===== config.mk =====
export PLATFORM = sky130hd
export DESIGN_NAME = spi_slave_rx
export DESIGN_NICKNAME = d
export VERILOG_FILES = /design/src/rtl/spi_slave_rx.sv
export SDC_FILE = /design/constraint.sdc
export NUM_CORES = 1
export LEC_CHECK = 0
export CELL_PAD_IN_SITES_DETAIL_PLACEMENT = 0
export CELL_PAD_IN_SITES_GLOBAL_PLACEMENT = 2
export CORE_AREA = 2 2 76 78
export DETAILED_ROUTE_END_ITERATION = 12
export DIE_AREA = 0 0 78 80
export PLACE_DENSITY = 0.75
export SYNTH_ARGS = -nofsm -noshare
export SYNTH_HDL_FRONTEND = slang
export SYNTH_SLANG_ARGS = --single-unit

===== constraint.sdc =====
create_clock -name clk -period 1.7 [get_ports clk]
set_clock_uncertainty 0.1 [all_clocks]
set_input_delay 0.34 -clock clk [delete_from_list [all_inputs] [get_ports clk]]
set_output_delay 0.34 -clock clk [all_outputs]
set_load 0.01 [all_outputs]

===== src/rtl/spi_slave_rx.sv =====
// SPI receive endpoint: oversamples sclk/cs/mosi in the clk domain, deserialises one
// MSB-first word per chip-select frame and offers it on a valid/ready port.
module spi_slave_rx #(
  parameter int DATA_W    = 12,
  parameter int LEAD_SKIP = 1
) (
  input  logic              clk,
  input  logic              rst_n,
  input  logic              sclk,
  input  logic              cs,
  input  logic              mosi,
  output logic [DATA_W-1:0] dout,
  output logic              dout_valid,
  input  logic              dout_ready,
  output logic              frame_err,
  output logic              overrun
);

  localparam int CW  = $clog2(DATA_W + 1);
  localparam int SKW = (LEAD_SKIP > 0) ? $clog2(LEAD_SKIP + 1) : 1;
  localparam logic [CW-1:0]  BIT_LAST  = CW'(DATA_W - 1);
  localparam logic [SKW-1:0] SKIP_LAST = (LEAD_SKIP > 0) ? SKW'(LEAD_SKIP - 1) : '0;

  typedef enum logic [1:0] {IDLE, SKIP, SHIFT, HOLD} state_t;

  logic cs_s1, cs_s2, cs_h;
  logic sclk_s1, sclk_s2, sclk_h;
  logic mosi_s1, mosi_s2;

  state_t             state;
  logic [SKW-1:0]     skip_cnt;
  logic [CW-1:0]      bit_cnt;
  logic [DATA_W-1:0]  shift_reg;

  logic cs_fall, cs_rise, sclk_fall;

  // Presets match an idle link so leaving reset never looks like a frame start or edge.
  always_ff @(posedge clk or negedge rst_n) begin
    if (!rst_n) begin
      cs_s1   <= 1'b1;
      cs_s2   <= 1'b1;
      cs_h    <= 1'b1;
      sclk_s1 <= 1'b0;
      sclk_s2 <= 1'b0;
      sclk_h  <= 1'b0;
      mosi_s1 <= 1'b0;
      mosi_s2 <= 1'b0;
    end else begin
      cs_s1   <= cs;
      cs_s2   <= cs_s1;
      cs_h    <= cs_s2;
      sclk_s1 <= sclk;
      sclk_s2 <= sclk_s1;
      sclk_h  <= sclk_s2;
      mosi_s1 <= mosi;
      mosi_s2 <= mosi_s1;
    end
  end

  assign cs_fall   = cs_h & ~cs_s2;
  assign cs_rise   = ~cs_h & cs_s2;
  assign sclk_fall = sclk_h & ~sclk_s2;

  always_ff @(posedge clk or negedge rst_n) begin
    if (!rst_n) begin
      state      <= IDLE;
      skip_cnt   <= '0;
      bit_cnt    <= '0;
      shift_reg  <= '0;
      dout       <= '0;
      dout_valid <= 1'b0;
      frame_err  <= 1'b0;
      overrun    <= 1'b0;
    end else begin
      frame_err <= 1'b0;
      overrun   <= 1'b0;
      if (dout_valid && dout_ready) dout_valid <= 1'b0;

      case (state)
        IDLE: begin
          if (cs_fall) begin
            skip_cnt <= '0;
            bit_cnt  <= '0;
            state    <= (LEAD_SKIP == 0) ? SHIFT : SKIP;
          end
        end
        SKIP: begin
          if (cs_rise) begin
            frame_err <= 1'b1;
            state     <= IDLE;
          end else if (sclk_fall) begin
            skip_cnt <= skip_cnt + 1'b1;
            if (skip_cnt == SKIP_LAST) state <= SHIFT;
          end
        end
        SHIFT: begin
          // A cs rise beats a coincident sclk fall: the partial word is discarded.
          if (cs_rise) begin
            frame_err <= 1'b1;
            state     <= IDLE;
          end else if (sclk_fall) begin
            shift_reg <= {shift_reg[DATA_W-2:0], mosi_s2};
            bit_cnt   <= bit_cnt + 1'b1;
            if (bit_cnt == BIT_LAST) state <= HOLD;
          end
        end
        HOLD: begin
          if (cs_rise) begin
            state <= IDLE;
            if (!dout_valid || dout_ready) begin
              dout       <= shift_reg;
              dout_valid <= 1'b1;
            end else begin
              overrun <= 1'b1;
            end
          end
        end
        default: state <= IDLE;
      endcase
    end
  end

endmodule

==> impl_metrics.csv <==
group,metric,value,unit
routing,wl_per_cell,15.5,um
setup_path,cp.required,1.83,ns
pwr,powerDensity,1230,nW/um^2
routing,viasPerCell,4.69,
placement,io_buffers,20,
sta,post-route-period-util,103,%
job,cap_violations,0,
hold_path,min_to,"sclk_s2",
finish,drive_gt1_share,40.6,%
setup_path,regToRegStartpoint,"state[0]",
setup_path,critPathArrivalTime,1.88,ns
die,row_count,27,
global_route,grt_pass1_vias,1292,
synth,syn_inst,132,
setup_path,critPathCaptureType,"register",
synth,synth_area_leaders,"dfrtp_1 55%, mux2_1 16%, dfstp_2 4.4%, ha_1 3.5%, nand2b_1 2.4%",
synth,syn_nets,143,
sta,final-setup-viol-count,15,
clocking,cts_made_buffers,5,
status,status,"finished, violations left",
placement,dp_slack,-0.171,ns
sta,drv_slew,0,
die,coreArea,5410,um^2
synth,avgSynthCellArea,13.5,um^2
sta,min_period,1.76,ns
setup_path,crit_fanout,6,
sta,whs,0.246,ns
placement,gp_congestion,0.770,
global_route,antenna_found_initial,0,
synth,ys_seq_elements,42,
global_route,grtUsageTotal,13.5,%
global_route,gr-total-overflow,0,
routing,drt_iter0_markers,80,
die,die_area,6240,um^2
sta,fmax,0.569,GHz
synth,synth_flop_cell,"dfrtp_1",
routing,wirelength,3910,um
finish,fill_cells,510,
sta,worstMarginPinSlew,0.332,ns
clocking,htreeDepth,2,
die,initial_utilization,33.1,%
clocking,clockBufferDepth,2,
finish,fin_nets,190,
routing,drc,0,
finish,diodes,0,
clocking,clk_latency,0.29,ns
global_route,grt_max_degree,22,
pwr,peakVddDrop,0.656,mV
setup_path,worstSetupStartpointType,"register",
setup_path,critical-path-max-stage-delay,0.53,ns
finish,syn2layout_area_growth,42.5,%
finish,utilization,47.2,%
synth,yosys.area.top_type,"dfrtp_1",
setup_path,crit_buf_inv,1,
die,die_h,80,um
synth,synth_seq_area_share,59.0,%
synth,synth-edff-count,0,
status,violations,"negative setup slack",
hold_path,hold_path.class,"register to register",
die,die_w,78,um
clocking,cts_root_buffer,"clkbuf_8",
synth,netlist.area_leader.share,54.6,%
die,io_pins,21,
synth,synth.most_common_cell,"dfrtp_1",
clocking,path_clk_slew,0.09,ns
clocking,cts_tree,"done",
setup_path,r2r_slack,-0.06,ns
setup_path,reg2reg_to,"state[1]",
routing,drtPass1Iterations,4,
sta,max_slew_margin,77.8,%
setup_path,reg2regPathDepth,5,
pwr,p_total,0.00313,W
sta,rsz0062_at_grt,"yes",
hold_path,holdPathStages,0,
synth,async_flop_share,100,%
setup_path,path_class,"register to register",
setup_path,crit_chain,"inv_2, ha_4, or4_4, o31a_1, o21ai_2",
synth,synthTopCellsByCount,"39 x dfrtp_1, 25 x mux2_1, 7 x nand2b_1, 6 x nand2_1, 5 x ha_1",
sta,hold_viol,0,
pwr,p_leak,1.16,nW
setup_path,path_delay_family,"simple AND/OR/NAND/NOR gates",
synth,ys_types,35,
clocking,cts.sinks,42,
setup_path,crit_slowest_cell,"or4_4",
synth,yosysWarnings,0,
routing,dr_total_vias,1181,
routing,drtAntennaViolNets,0,
hold_path,min_from,"sclk_s1",
placement,dp_hpwl,2540,um
sta,worst_slack,-0.0588,ns
synth,syn_area,1790,um^2
sta,finalSetupTns,-0.378,ns
global_route,grt_pass1_wl,6440,um
## where the power goes
part	leakage, nW	internal (W)	total (W)	switching, W
Clock	0.0683	0.000589	0.000944	0.000355
Combinational	0.530	0.000526	0.00101	0.000488
Sequential	0.559	0.00109	0.00117	0.0000845
Total	1.16	0.00220	0.00313	0.000928
## placed cells by master (no fill, tap or decap), types with 3 or more instances in the layout
master,n
buf_4,18
clkbuf_8,5
clkdlybuf4s50_1,19
dfrtp_1,38
dfstp_2,3
inv_2,3
mux2_4,24
nand2_1,6
nand2b_1,7
nand3_1,3
nor2_1,4
## area by class of cell
type / instances / area, um^2 / share of cell area, %
clock buffers: 5 / 68.8 / 2.70
well taps: 72 / 90.1 / 3.53
repair buffers: 44 / 428 / 16.8
clock inverters: 3 / 68.8 / 2.70
flip-flops and latches: 42 / 1060 / 41.4
multi-input cells: 82 / 822 / 32.3
inverters: 4 / 15.0 / 0.589
## worst max-delay path by stage
stage,to,cells past startpoint,slack (ns),startpoint
6_report,state[1],5,-0.06,state[0]
5_1_grt,shift_reg[1],6,-0.13,state[0]
4_1_cts,state[1],5,-0.04,state[0]
3_5_place_dp,shift_reg[10],5,-0.17,state[0]
3_3_place_gp,shift_reg[10],5,-0.11,state[0]
2_1_floorplan,bit_cnt[3],6,0.02,state[0]
## stage by stage
step                instance area, um^2  instances
floorplan                          1790        132
global placement                   2190        236
detailed placement                 2190        236
CTS                                2490        252
global route                       2550        252
finish                             2550        252
## timing repair
action / in CTS / in global routing
gates resized for setup: 21 / 16
pin swaps: 4 / 4
hold buffers: 1 / 0
setup buffers: 6 / 1
endpoints found under the hold margin: 18 / 0
setup endpoints to repair: 29 / 28
cloned: 1 / 1
## logic make-up (layout without fill, tap and decap cells)
group / after synthesis / after routing / share of synthesized area (%)
DFF: 42 / 42 / 59.0
muxes: 25 / 25 / 15.7
adders and majority gates: 5 / 5 / 3.50
AOI/OAI and AO/OA: 20 / 20 / 8.33
buffers and inverters: 8 / 56 / 2.59
and+or+nand+nor: 32 / 32 / 10.8
## layer usage
layer | GRT usage, % | vias up | wire (um)
met4 | 4.74 | 0 | 46
met5 | 0 | - | 0
met2 | 23.4 | 20 | 2000
li1 | - | 563 | -
met3 | 3.51 | 4 | 101
met1 | 16.3 | 594 | 1770
No activity file was read; power rests on OpenSTA's default activity.
